File: src/rtl/tdm_demux4.sv
// 1-to-4 TDM demultiplexer: rebuilds four MSB-first channel words from a framed serial stream.
// Latency 1 clk from last-bit sample to dout/dout_valid; in_en=0 holds all state. Optional TDM_DEMUX_PARITY_EN adds a parity bit per slot.
module tdm_demux4 #(
    parameter int WIDTH = 8
) (
    input  logic                 clk,
    input  logic                 rst,
    input  logic                 in_en,
    input  logic                 din,
    input  logic                 sync,
    output logic [4*WIDTH-1:0]   dout,
    output logic [3:0]           dout_valid,
    output logic                 locked,
`ifdef TDM_DEMUX_PARITY_EN
    output logic                 par_err,
`endif
    output logic                 sync_err
);

`ifdef TDM_DEMUX_PARITY_EN
    localparam int SLOT_BITS = WIDTH + 1;
`else
    localparam int SLOT_BITS = WIDTH;
`endif
    localparam int CW = $clog2(WIDTH + 1);
    localparam logic [CW-1:0] LAST_BIT = CW'(SLOT_BITS - 1);

    typedef enum logic {HUNT, LOCK} state_t;

    state_t           state;
    logic [CW-1:0]    bit_cnt;
    logic [1:0]       slot;
    logic [WIDTH-1:0] shreg;
    logic [WIDTH-1:0] word;
    logic             word_ok;
    logic             misaligned;

    // With parity the data bits are already in shreg when the parity bit arrives.
`ifdef TDM_DEMUX_PARITY_EN
    assign word    = shreg;
    assign word_ok = ~(^shreg ^ din);
`else
    assign word    = {shreg[WIDTH-2:0], din};
    assign word_ok = 1'b1;
`endif

    assign misaligned = sync && ((bit_cnt != '0) || (slot != 2'd0));

    always_ff @(posedge clk) begin
        if (rst) begin
            state      <= HUNT;
            bit_cnt    <= '0;
            slot       <= 2'd0;
            shreg      <= '0;
            dout       <= '0;
            dout_valid <= 4'b0000;
            locked     <= 1'b0;
            sync_err   <= 1'b0;
`ifdef TDM_DEMUX_PARITY_EN
            par_err    <= 1'b0;
`endif
        end else begin
            dout_valid <= 4'b0000;
            sync_err   <= 1'b0;
`ifdef TDM_DEMUX_PARITY_EN
            par_err    <= 1'b0;
`endif
            if (in_en) begin
                shreg <= {shreg[WIDTH-2:0], din};
                case (state)
                    HUNT: begin
                        if (sync) begin
                            state   <= LOCK;
                            locked  <= 1'b1;
                            bit_cnt <= CW'(1);
                            slot    <= 2'd0;
                        end
                    end
                    default: begin
                        if (misaligned) begin
                            // Drop the partial word and treat this bit as slot 0, bit 0.
                            sync_err <= 1'b1;
                            bit_cnt  <= CW'(1);
                            slot     <= 2'd0;
                        end else if (bit_cnt == LAST_BIT) begin
                            bit_cnt <= '0;
                            slot    <= slot + 2'd1;
                            if (word_ok) begin
                                dout[slot*WIDTH +: WIDTH] <= word;
                                dout_valid                <= 4'b0001 << slot;
                            end
`ifdef TDM_DEMUX_PARITY_EN
                            else begin
                                par_err <= 1'b1;
                            end
`endif
                        end else begin
                            bit_cnt <= bit_cnt + CW'(1);
                        end
                    end
                endcase
            end
        end
    end

endmodule

File: config.mk
export PLATFORM = sky130hd
export DESIGN_NAME = tdm_demux4
export DESIGN_NICKNAME = d
export VERILOG_FILES = /design/src/rtl/tdm_demux4.sv
export SDC_FILE = /design/constraint.sdc
export NUM_CORES = 1
export LEC_CHECK = 0
export ABC_AREA = 1
export BUFFER_PORTS_ARGS = -buffer_cell sky130_fd_sc_hd__buf_2
export CORE_MARGIN = 1
export CORE_UTILIZATION = 54
export CTS_BUF_LIST = sky130_fd_sc_hd__clkbuf_16
export DETAILED_ROUTE_END_ITERATION = 6
export PLACE_DENSITY = 0.75
export SLEW_MARGIN = 30
export SYNTH_ARGS = -nofsm -noshare
export SYNTH_HDL_FRONTEND = slang
export SYNTH_SLANG_ARGS = --single-unit
File: constraint.sdc
create_clock -name clk -period 1.9 [get_ports clk]
set_input_delay 0.285 -clock clk [delete_from_list [all_inputs] [get_ports clk]]
set_output_delay 0.285 -clock clk [all_outputs]
set_load 0.05 [all_outputs]
### Word-level counts from Yosys, hierarchy flattened

Index checks and enable logic that the tools add are counted.

| storage, ports and cells | value |
|---|---|
| flip-flop bits (word level) | 52 |
| input bits | 5 |
| output and inout port bits | 38 |
| word-level logic and storage cells | 43 |

| cells by class | value |
|---|---|
| add/subtract/negate cells | 3 |
| equal/unequal tests | 2 |
| shifts and indexed selects | 3 |
| muxes and demuxes | 12 |
| bitwise logic cells | 4 |
| reductions and logical operators | 11 |

Operators with widths:

| cell | count |
|---|---|
| negator 5 -> 34 bit | 1 |
| variable shift 8 x 34 -> 32 bit, first input constant | 1 |
| variable part select 8 x 34 -> 32 bit | 1 |
| bitwise mux 32 bit | 1 |
| two-way mux 4 bit | 4 |
| two-way mux 2 bit | 4 |
| AND reduction 3 bit | 2 |
| OR reduction 5 bit | 1 |
| adder 4 x 1 -> 4 bit, second input constant | 1 |
| == test 4 x 3 -> 1 bit, second input constant | 1 |
| inverter 1 bit | 4 |
| AND reduction 4 bit | 1 |
| nonzero test 2 bit | 2 |
| nonzero test 4 bit | 1 |
| left shift 1 x 2 -> 4 bit, first input constant | 1 |
| two-way mux 1 bit | 3 |
| inequality test 3 x 1 -> 1 bit, second input constant | 1 |
| OR reduction 3 bit | 1 |
| adder 2 x 1 -> 2 bit, second input constant | 1 |
| AND reduction 2 bit | 1 |
| logical AND 1 bit | 1 |
| logical OR 1 bit | 1 |

### Depth between registers and ports, before layout

Gate-level depths: netlist (run 1).

| logic depth | value |
|---|---|
| word-level depth | 5 |
| mapped depth | 11 |
| mapped depth without buffers | 11 |

### Worst setup path after synthesis (run 1)

Ideal clock, no wire load.

| path | value |
|---|---|
| kind | reg-to-reg |
| start point | reg slot[0] |
| end point | reg dout[8] |
| data arrival time | 1.479 ns |
| path slack | 0.351 ns |
| cell stages (with the launch flop) | 8 |
| buffers on the path | 1 |
| clock period less this slack | 1.549 ns |
| cell sequence | dfxtp_1 inv_1 ha_1 buf_2 inv_1 nor3_1 nand2_1 a21oi_1 |

| between the ends | value |
|---|---|
| word-level cells in the longest chain between the ends | 5 |
| elaborated cells between the ends (all ways) | 9 |
| those cells by class | 1 x add/sub; 2 x shift; 1 x mux; 1 x bitwise; 4 x reduce/logical |

RTL lines:

| item | RTL line | source |
|---|---|---|
| start: declaration | 32 | `logic [1:0] slot;` |
| start signal: assignment | 87 | `slot <= slot + 2'd1;` |
| branches (longest 5 deep; another with negator 5 -> 34 bit) | - |  |
| end signal: indexed assignment | 89 | `dout[slot*WIDTH +: WIDTH] <= word;` |
| end: declaration | 11 | `output logic [4*WIDTH-1:0] dout,` |

Several ways; the timed one is not identified.
A chain may end at the register's enable or synchronous reset.

### Final worst setup path (run 1)

| path | value |
|---|---|
| start point | reg slot[1] |
| end point | reg dout[25] |

The elaborated chain is that of the path after synthesis.

==> summary.txt, run 1 <==
Run status
  • Outcome: finished clean

Global routing
  • Global route overflow: 0
  • Via count of the first global-routing pass: 1945
  • Pin count of the biggest net entering global routing: 25
  • First-pass GRT wire length: approximately 8600 um
  • Initial antenna violation count: 0
  • GRT Resource Usage Total: between 20% and 30%

Critical path
  • CP max FO: 8
  • Crit path depth: 10
  • WS Path Type: register to register
  • Critical path required time: 2110 ps
  • Worst Reg-to-Reg Cells: 10
  • CP delay by family, top: simple AND/OR/NAND/NOR gates
  • Nature of the critical path endpoint: register
  • Worst path cell trace: inv_1, ha_1, nand2_1, inv_1, nand2_1, nand2_2, nand2_2, nor2_4, nand2_1, a21oi_1
  • Slowest cell on the critical path: dfxtp_1
  • WP data arrival: roughly 1900 ps
  • Slowest stage delay, CP: around 350 ps
  • Buf/Inv on CP: 2
  • Setup crit start kind: register
  • Most used cell, CP: nand2_1

Clocking
  • Clock sink count: 52
  • Resized cells post-CTS: 0
  • Clock Latency Late Sink: ~280 ps
  • Total CTS buffers: 5
  • Max Root-Sink Buffers: 2
  • Clock Root Buffer: clkbuf_16
  • Post-CTS Setup Bufs: 0
  • Post-CTS Hold Buffers: 0
  • CTS tree: built
  • H-Tree Depth: 2
  • Clk pin slew, worst setup/hold paths: approximately 60 ps

Route
  • TritonRoute pass-1 iters: 4
  • Met1 wire length: 2390 um
  • Met2 routed WL: between 2000 and 2500 um
  • Overall routed net length: between 5000 and 6000 um
  • DR top layer: met4
  • Residual DRC: 0
  • Met3 routed WL: around 220 um
  • Initial detailed-routing violation count: 144
  • WL/cell: 12.3 um
  • DR vias: 2207
  • Drt via density: 5.22
  • DRT antenna net count: 0

Finish
  • Highest-count cells in the layout ignoring fill and taps: nand2_1, dfxtp_1, inv_1
  • Area growth, synth to finish: 17.2%
  • Multi-input gate area: 0.00104 mm2
  • Sequential cell area: roughly 0.0010 mm2
  • Commonest non-fill, non-tap cell in the layout: nand2_1
  • FILL cells: 379
  • # diodes: 0
  • Final net count: between 300 and 400
  • Share of cells above drive strength 1: between 15 and 20%

Synthesis
  • Yosys reg bits: 52
  • Warnings, synthesis: 0
  • Cell variety after synth: 22
  • Post-Syn Nets: 340
  • Syn_area_per_cell: 7.02 um2
  • Synth Cell Area: around 0.0023 mm2
  • Cell count after synthesis: between 300 and 400
  • Sequential area share after synthesis: 45.1%

Timing
  • Final worst path period share: about nine tenths
  • Final Hold Viols: 0
  • Slew @ Worst Pin: between 600 and 700 ps
  • Max-slew violation count: 0
  • Setup violators final: 0
  • Minimum clock period: about 1700 ps
  • TNS Setup: 0 ps
  • RSZ-0062 raised after global routing: no
  • Peak Freq: ~600 MHz
  • Max Clock Skew: ~2.7 ps
  • Slew headroom: about 53%
  • Final worst slack: 228 ps

Power
  • Worst VDD drop: between 0.0006 and 0.0007 V
  • PD cells: 818 mW/mm2
  • Pleak: 0.00122 uW

Placement
  • Detail Placement HPWL: around 3700 um
  • GPL Wtd Cong: about 0.91
  • Pre-CTS setup slack: 256 ps
  • Port-buffer cells: 42

Floorplanning
  • CORE AREA: 0.00406 mm2
  • Rows: 23
  • Die Area: 0.00454 mm2
  • Die Y: between 60 and 70 um
  • Die width: between 60 and 70 um
  • Initial cell density of the core: a little under three fifths
  • I/O pin count: between 40 and 50

Run
  • Max-cap viol count: 0

Hold path
  • Worst hold path class: input port to register
  • Hold Path Depth: 3
-- Yosys cell counts --
cell | count | area [um2]
a21oi_1 | 35 | 175
buf_2 | 4 | 20.0
nor2_1 | 40 | 150
buf_4 | 1 | 7.51
ha_1 | 6 | 75.1
o21ai_0 | 11 | 55.1
buf_1 | 1 | 3.75
a41oi_1 | 1 | 8.76
a31oi_1 | 1 | 6.26
o21ai_1 | 3 | 15.0
nor2_2 | 1 | 6.26
clkbuf_1 | 4 | 15.0
nand2_1 | 83 | 312
inv_1 | 45 | 169
nand2_4 | 1 | 11.3
nor3_1 | 10 | 50.1
buf_6 | 1 | 11.3
nand2_2 | 3 | 18.8
nor2_4 | 4 | 45.0
dfxtp_1 | 52 | 1040
nand3_1 | 20 | 100
nand4_1 | 2 | 12.5
-- state kept, by name, summed over array words and instances (netlist names) --
signal and flops:
bit_cnt 4, dout 32, dout_valid 4, locked 1
shreg 7, slot 2, state 1, sync_err 1
-- per-layer routing --
layer | vias to the layer above | track usage, %
li1 | 1116 | -
met1 | 1012 | 32.1
met2 | 65 | 42.3
met3 | 14 | 4.73
met4 | 0 | 9.31
met5 | - | 0
-- power by group --
group	switching (uW)	total, uW	internal, uW	leakage (uW)
sequential	19.6	1130	1110	0.000422
combinational	171	236	64.5	0.000732
clock	371	849	478	0.0000657
-- logic make-up after synthesis --
logic type	Yosys count	synth area share, %
fa+ha+maj	6	3.25
buf+inv	56	9.81
simple gates	164	30.6
compound gates	51	11.3
flops	52	45.1
-- worst min-delay path, cell delays in order --
cell	delay, ps
buf_2	110
a21oi_1	70
nor2_1	70
-- stage by stage --
stage          util, %  hold slack [ps]  cells  area (um2)  power (uW)
2_1_floorplan        -              354    329        2310        1320
5_1_grt           66.7              323    423        2710        2300
6_report          66.7              287    423        2710        2210
3_5_place_dp      63.3              455    416        2570        1380
4_1_cts           66.7              279    423        2710        2220
3_3_place_gp      63.3              452    416        2570        1380
-- final timing paths --
kind              startpoint       end  slack (ps)
hold / removal           din   dout[0]         290
setup reg to reg     slot[1]  dout[25]         230
hold reg to reg     dout[16]  dout[16]         460
setup / recovery     slot[1]  dout[25]         230
-- final cells by class --
class / count / area share, %
flip-flops and latches: 52 / 38.5
multi-input cells: 221 / 38.5
repair buffers: 48 / 9.43
inverters: 45 / 6.24
clock buffers: 5 / 4.62
well taps: 50 / 2.31
clock inverters: 2 / 0.462
Power figures use the tool's default switching activity.
==> run 2: changes to the inputs <==
--- a/config.mk
+++ b/config.mk
@@ -6,9 +6,12 @@
 export NUM_CORES = 1
 export LEC_CHECK = 0
 export ABC_AREA = 1
+export ABC_CLOCK_PERIOD_IN_PS = 1900
 export BUFFER_PORTS_ARGS = -buffer_cell sky130_fd_sc_hd__buf_2
+export CELL_PAD_IN_SITES_DETAIL_PLACEMENT = 1
+export CELL_PAD_IN_SITES_GLOBAL_PLACEMENT = 2
 export CORE_MARGIN = 1
-export CORE_UTILIZATION = 54
+export CORE_UTILIZATION = 30
 export CTS_BUF_LIST = sky130_fd_sc_hd__clkbuf_16
 export DETAILED_ROUTE_END_ITERATION = 6
 export PLACE_DENSITY = 0.75
==> summary.txt, run 2 (synthesis results as in run 1) <==
Run status
  • Outcome: finished clean (unchanged)

Critical path
  • Critical path required time: 2120 ps (was 2110 ps)
  • CP max FO: 8 (unchanged)
  • Nature of the critical path endpoint: register (unchanged)
  • Setup crit start kind: register (unchanged)
  • WS Path Type: register to register (unchanged)
  • WP data arrival: 1900 ps (was 1880 ps)

Finish
  • Register with the most flip-flops: dout (unchanged)
  • Non-Filler Instances: 475 (was 423)
  • FILL cells: 966 (was 379)
  • Area growth, synth to finish: 22.3% (was 17.2%)
  • Max FFs per register: 32 (unchanged)
  • Final net count: 386 (was 384)
  • # diodes: 0 (unchanged)
  • Share of cells above drive strength 1: 17.8% (was 17.2%)
  • Biggest regs: dout (32), shreg (7) (unchanged)
  • Highest-count cells in the layout ignoring fill and taps: nand2_1, dfxtp_1, inv_1 (unchanged)
  • Commonest non-fill, non-tap cell in the layout: nand2_1 (unchanged)

Floorplanning
  • Rows: 31 (was 23)
  • Die Area: 0.00805 mm2 (was 0.00454 mm2)
  • CORE AREA: 0.00733 mm2 (was 0.00406 mm2)
  • I/O pin count: 43 (unchanged)
  • Initial cell density of the core: 31.5% (was 56.9%)
  • Die Y: 89.7 um (was 67.4 um)
  • Die width: 89.7 um (was 67.4 um)

Timing
  • Final worst path period share: 88.2% (was 88.0%)
  • Max Clock Skew: 4.13 ps (was 2.69 ps)
  • RSZ-0062 raised after global routing: no (unchanged)
  • Max-slew violation count: 0 (unchanged)
  • Peak Freq: 597 MHz (was 598 MHz)
  • Slew headroom: 72.5% (was 53.4%)
  • Slew @ Worst Pin: 411 ps (was 699 ps)
  • TNS Setup: 0 ps (unchanged)
  • Minimum clock period: 1670 ps (about the same)
  • Final Hold Viols: 0 (unchanged)
  • Setup violators final: 0 (unchanged)

Route
  • TritonRoute pass-1 iters: 4 (unchanged)
  • DRT antenna net count: 0 (unchanged)
  • WL/cell: 12.8 um (was 12.3 um)
  • Met2 routed WL: 2930 um (was 2460 um)
  • DR vias: 2124 (was 2207)
  • Met3 routed WL: 127 um (was 223 um)
  • Initial detailed-routing violation count: 52 (was 144)
  • Drt via density: 4.47 (was 5.22)
  • DR top layer: met4 (unchanged)
  • Residual DRC: 0 (unchanged)
  • Met1 wire length: 2970 um (was 2390 um)
  • Overall routed net length: 6090 um (was 5200 um)

Run
  • Max-cap viol count: 0 (unchanged)

Clocking
  • Total CTS buffers: 5 (unchanged)
  • Clock Root Buffer: clkbuf_16 (unchanged)
  • Clock sink count: 52 (unchanged)
  • Clock Latency Late Sink: 290 ps (was 280 ps)
  • Resized cells post-CTS: 0 (unchanged)
  • Max Root-Sink Buffers: 2 (unchanged)
  • H-Tree Depth: 2 (unchanged)
  • Post-CTS Hold Buffers: 0 (unchanged)
  • Post-CTS Setup Bufs: 0 (unchanged)
  • Clk pin slew, worst setup/hold paths: 70 ps (was 60 ps)
  • CTS tree: built (unchanged)

Global routing
  • Via count of the first global-routing pass: 2121 (was 1945)
  • Initial antenna violation count: 0 (unchanged)
  • Pin count of the biggest net entering global routing: 25 (unchanged)
  • GRT Resource Usage Total: 16.2% (was 25.3%)
  • First-pass GRT wire length: 10500 um (was 8590 um)
  • Global route overflow: 0 (unchanged)

Hold path
  • Worst hold path class: input port to register (unchanged)

Placement
  • Port-buffer cells: 42 (unchanged)
  • Detail Placement HPWL: 4660 um (was 3740 um)
  • DP Cell Count: 467 (was 416)
  • GPL Wtd Cong: 0.766 (was 0.909)

Power
  • PD cells: 846 mW/mm2 (was 818 mW/mm2)
  • Net Sw Power: 586 uW (was 562 uW)
  • Total power: 2390 uW (was 2210 uW)
  • Comb power frac: 10.6% (about the same)
  • Int Power: 1800 uW (was 1650 uW)
  • Clock power frac: 42.3% (was 38.3%)
  • Switching portion of total power: 24.5% (was 25.4%)
  • Worst VDD drop: 0.000480 V (was 0.000689 V)
  • Sequential power share: 47.1% (was 51.0%)
  • Pleak: 0.00125 uW (was 0.00122 uW)
[run 2: cell count changes in the layout (fill, tap and decap cells not counted), sizes merged]
cell and delta:
bufinv +1, inv +1, buf +2, clkinvlp -1
[run 2: layer usage]
metal,vias up,track usage (%)
met3,5,2.12
met1,974,20.5
met4,0,5.33
met5,-,0
li1,1119,-
met2,26,28.5
[run 2: final cells by class]
class	count	area (um2)	area share, %
clock buffer	5	125	4.43
clock inverter	3	38.8	1.37
inverter	45	169	5.98
multi-input combinational	221	1040	37.0
sequential	52	1040	36.9
tap	99	124	4.39
timing repair buffer	50	283	10.0
[run 2: stage by stage]
stage          area, um2  worst slack (ps)  hold WS [ps]  util (%)
6_report            2820               225           280      38.5
5_1_grt             2820              42.2           281      38.5
4_1_cts             2820               142           280      38.5
3_5_place_dp        2660               154           457      36.3
3_3_place_gp        2660               205           452      36.3
2_1_floorplan       2310               351           354         -
[run 2: critical path: stages (launching register included)]
cell and delay (ps):
dfxtp_1 350, inv_1 110, ha_2 250, nand2_1 70
inv_1 50, nand2_1 50, nand2_2 140, nand2_2 160
nor2_4 220, nand2_1 90, a21oi_1 130
[run 2: final timing paths]
| check | to | slack (ps) | depth (start not counted) | start |
|---|---|---|---|---|
| max | dout[18] | 230 | 10 | slot[1] |
| min | dout[0] | 280 | 3 | din |
| max reg2reg | dout[18] | 230 | 10 | slot[1] |
| min reg2reg | dout[28] | 470 | 2 | dout[28] |
[run 2: power groups by stage]
stage / sequential, uW / clock [uW] / combinational [uW]
6_report: 1130 / 1010 / 254
5_1_grt: 1130 / 1090 / 286
3_5_place_dp: 1150 / 0 / 255
3_3_place_gp: 1150 / 0 / 254
2_1_floorplan: 1150 / 0 / 162
4_1_cts: 1120 / 1040 / 256
==> run 3: changes to the inputs <==
--- a/config.mk
+++ b/config.mk
@@ -5,16 +5,15 @@
 export SDC_FILE = /design/constraint.sdc
 export NUM_CORES = 1
 export LEC_CHECK = 0
-export ABC_AREA = 1
 export ABC_CLOCK_PERIOD_IN_PS = 1900
 export BUFFER_PORTS_ARGS = -buffer_cell sky130_fd_sc_hd__buf_2
 export CELL_PAD_IN_SITES_DETAIL_PLACEMENT = 1
 export CELL_PAD_IN_SITES_GLOBAL_PLACEMENT = 2
 export CORE_MARGIN = 1
-export CORE_UTILIZATION = 30
+export CORE_UTILIZATION = 33
 export CTS_BUF_LIST = sky130_fd_sc_hd__clkbuf_16
 export DETAILED_ROUTE_END_ITERATION = 6
-export PLACE_DENSITY = 0.75
+export PLACE_DENSITY = 0.74
 export SLEW_MARGIN = 30
 export SYNTH_ARGS = -nofsm -noshare
 export SYNTH_HDL_FRONTEND = slang
==> summary.txt, run 3 <==
Run status
  • Outcome: finished with violations (was finished clean)
  • Failing checks: design-rule violations

Synthesis
  • EDFF count, synth: 0 (unchanged)
  • Post-Syn Nets: 242 (was 340)
  • Cell variety after synth: 24 (was 22)
  • Synth cell count leaders: dfxtp_1, nand2_1, mux2i_1 (was nand2_1, dfxtp_1, inv_1)
  • Mux cell area share after synthesis: 17.6% (was 0%)
  • Synth Area in Simple Gates: 25.9% (was 30.6%)
  • Synth Cell Area: 0.00222 mm2 (was 0.00231 mm2)
  • Top_reg_cell synth: dfxtp_1 (unchanged)
  • Post-synth top area cell: dfxtp_1 (unchanged)
  • Cell count after synthesis: 231 (was 329)
  • Synth Area in Adders: 3.38% (was 3.25%)
  • Share of the synthesized area in the top cell type: 46.9% (was 45.1%)
  • Largest cells by area after synthesis: dfxtp_1, mux2i_1, nand2b_1, nand2_1, ha_1 (was dfxtp_1, nand2_1, a21oi_1, inv_1, nor2_1)
  • Compound-Gate Fraction of Synth Area: 4.28% (was 11.3%)
  • Fraction of registers with async set/reset: 0% (unchanged)
  • Most common cell in the netlist: dfxtp_1 (was nand2_1)
  • Warnings, synthesis: 0 (unchanged)
  • XOR/XNOR Fraction of Synth Area: 0% (unchanged)
  • Main combinational cell family by area after synthesis: simple AND/OR/NAND/NOR gates (unchanged)
  • Yosys reg bits: 52 (unchanged)
  • Sequential area share after synthesis: 46.9% (was 45.1%)
  • Syn_area_per_cell: 9.61 um2 (was 7.02 um2)

Critical path
  • Worst path cell trace: ha_1, nand3b_1, a211oi_4, buf_4, nand2_4, mux2i_1 (was inv_1, ha_2, nand2_1, inv_1, nand2_1, nand2_2, nand2_2, nor2_4, nand2_1, a21oi_1)
  • Setup crit start kind: register (unchanged)
  • CP delay by family, top: flip-flops (was simple AND/OR/NAND/NOR gates)
  • Slowest stage delay, CP: 380 ps (was 350 ps)
  • Reg2reg start: bit_cnt[1] (was slot[1])
  • R2r setup slk: 220 ps (was 230 ps)
  • Worst Reg-to-Reg Cells: 6 (was 10)
  • Worst R2R End: dout[26] (was dout[18])
  • Critical path required time: 2070 ps (was 2120 ps)
  • WS Path Type: register to register (unchanged)
  • Slowest cell on the critical path: dfxtp_1 (unchanged)
  • CP max FO: 8 (unchanged)
  • WP data arrival: 1850 ps (was 1900 ps)
  • Buf/Inv on CP: 1 (was 2)
  • Nature of the critical path endpoint: register (unchanged)

Placement
  • Port-buffer cells: 42 (unchanged)
  • Placed inst area: 0.00260 mm2 (was 0.00266 mm2)
  • Detail Placement HPWL: 3860 um (was 4660 um)
  • Pre-CTS setup slack: 228 ps (was 154 ps)
  • GPL Wtd Cong: 0.724 (was 0.766)

Floorplanning
  • CORE AREA: 0.00642 mm2 (was 0.00733 mm2)
  • Initial cell density of the core: 34.6% (was 31.5%)
  • Die width: 84.0 um (was 89.7 um)
  • Die Y: 84.0 um (was 89.7 um)
  • Rows: 29 (was 31)
  • I/O pin count: 43 (unchanged)
  • Die Area: 0.00706 mm2 (was 0.00805 mm2)

Power
  • Total power: 2070 uW (was 2390 uW)
  • Pleak: 0.00136 uW (was 0.00125 uW)
  • Worst VDD drop: 0.000352 V (was 0.000480 V)
  • PD cells: 755 mW/mm2 (was 846 mW/mm2)

Finish
  • Share of cells above drive strength 1: 24.7% (was 17.8%)
  • Area growth, synth to finish: 23.4% (was 22.3%)
  • # diodes: 0 (unchanged)
  • Final net count: 297 (was 386)
  • Biggest regs: dout (32), shreg (7) (unchanged)
  • Max FFs per register: 32 (unchanged)
  • Highest-count cells in the layout ignoring fill and taps: dfxtp_1, buf_2, nand2_1 (was nand2_1, dfxtp_1, inv_1)
  • Commonest non-fill, non-tap cell in the layout: dfxtp_1 (was nand2_1)
  • Register with the most flip-flops: dout (unchanged)
  • Cell area after layout: 0.00274 mm2 (was 0.00282 mm2)
  • Final core utilization: 42.7% (was 38.5%)

Clocking
  • Clock Root Buffer: clkbuf_16 (unchanged)
  • Total CTS buffers: 5 (unchanged)
  • H-Tree Depth: 2 (unchanged)
  • Max Root-Sink Buffers: 2 (unchanged)
  • Clk pin slew, worst setup/hold paths: 70 ps (about the same)
  • CTS tree: built (unchanged)
  • Post-CTS Hold Buffers: 0 (unchanged)
  • Post-CTS Setup Bufs: 0 (unchanged)
  • Clock sink count: 52 (unchanged)
  • Clock Latency Late Sink: 290 ps (about the same)

Global routing
  • Pin count of the biggest net entering global routing: 23 (was 25)
  • Met1 Use GR: 22.0% (was 20.5%)
  • First-pass GRT wire length: 9110 um (was 10500 um)
  • Global route overflow: 0 (unchanged)
  • Via count of the first global-routing pass: 1762 (was 2121)
  • GR peak layer: met2 (unchanged)
  • Met2 Use GR: 27.0% (was 28.5%)
  • GRT Resource Usage Total: 16.7% (was 16.2%)
  • Initial antenna violation count: 0 (unchanged)
  • Routing usage on met3: 3.96% (was 2.12%)

Hold path
  • Hold path endpoint: dout[16] (was dout[0])
  • Worst hold path class: input port to register (unchanged)
  • Startpoint of the worst hold path: din (unchanged)
  • Hold Path Depth: 3 (unchanged)

Timing
  • Minimum clock period: 1680 ps (was 1670 ps)
  • Setup violators final: 0 (unchanged)
  • Peak Freq: 594 MHz (was 597 MHz)
  • Max Clock Skew: 4.21 ps (was 4.13 ps)
  • Final worst slack: 218 ps (was 225 ps)
  • Slew @ Worst Pin: 426 ps (was 411 ps)
  • Max-slew violation count: 0 (unchanged)
  • TNS Setup: 0 ps (unchanged)
  • Final Hold Viols: 0 (unchanged)
  • Final worst path period share: 88.5% (was 88.2%)
  • RSZ-0062 raised after global routing: no (unchanged)
  • Slew headroom: 71.3% (was 72.5%)

Route
  • DR vias: 1747 (was 2124)
  • WL/cell: 14.9 um (was 12.8 um)
  • Residual DRC: 12 (was 0)
  • DRT antenna net count: 0 (unchanged)
  • Overall routed net length: 5420 um (was 6090 um)
  • Drt via density: 4.80 (was 4.47)
  • TritonRoute pass-1 iters: 6 (was 4)
  • Initial detailed-routing violation count: 49 (was 52)

Run
  • Max-cap viol count: 0 (unchanged)
==> run 3: worst max path at each step <==
| stage | startpoint | to | depth (start not counted) |
|---|---|---|---|
| 2_1_floorplan | slot[0] | dout[0] | 6 |
| 3_3_place_gp | slot[1] | bit_cnt[2] | 7 |
| 3_5_place_dp | bit_cnt[1] | dout[26] | 6 |
| 4_1_cts | slot[1] | bit_cnt[2] | 7 |
| 5_1_grt | slot[1] | dout[31] | 7 |
| 6_report | bit_cnt[1] | dout[26] | 6 |
==> run 3: per-stage QoR <==
step           hold slack (ps)  cells
3_3_place_gp               441    356
6_report                   290    364
5_1_grt                    298    364
4_1_cts                    286    364
2_1_floorplan              424    231
3_5_place_dp               468    356
==> run 3: layer usage <==
| layer | part of all wire [%] | up-vias |
|---|---|---|
| met3 | 3.6 | 4 |
| met2 | 47 | 33 |
| met4 | 0.98 | 0 |
| li1 | - | 881 |
| met5 | 0 | - |
| met1 | 49 | 829 |
==> run 3: what timing repair did <==
| action | in CTS | in global routing |
|---|---|---|
| gates resized for setup | 0 | 1 |
| endpoints found under the hold margin | 0 | 0 |
| endpoints found under the setup margin | 0 | 1 |
==> run 3: area by class of cell <==
| class | instances | area (um2) |
|---|---|---|
| Fill cell | 772 | 3680 |
| Multi-Input combinational cell | 167 | 1140 |
| Sequential cell | 52 | 1040 |
| Timing Repair Buffer | 55 | 308 |
| Clock buffer | 5 | 125 |
| Tap cell | 77 | 96.3 |
| Inverter | 5 | 18.8 |
| Clock inverter | 3 | 13.8 |
==> run 3: kinds of logic after synthesis <==
group | Yosys count
DFF | 52
adders and majority gates | 6
AOI/OAI and AO/OA | 13
and+or+nand+nor | 109
muxes | 39
buffers and inverters | 12
==> run 3: power by group <==
| group | internal [uW] | switching, uW |
|---|---|---|
| combinational | 36.5 | 55.5 |
| sequential | 1100 | 10.1 |
| clock | 479 | 392 |
| total | 1610 | 457 |
==> run 3: worst min-delay path: stages <==
cell and delay (ps):
buf_2 130, nand2_1 60, mux2i_1 50
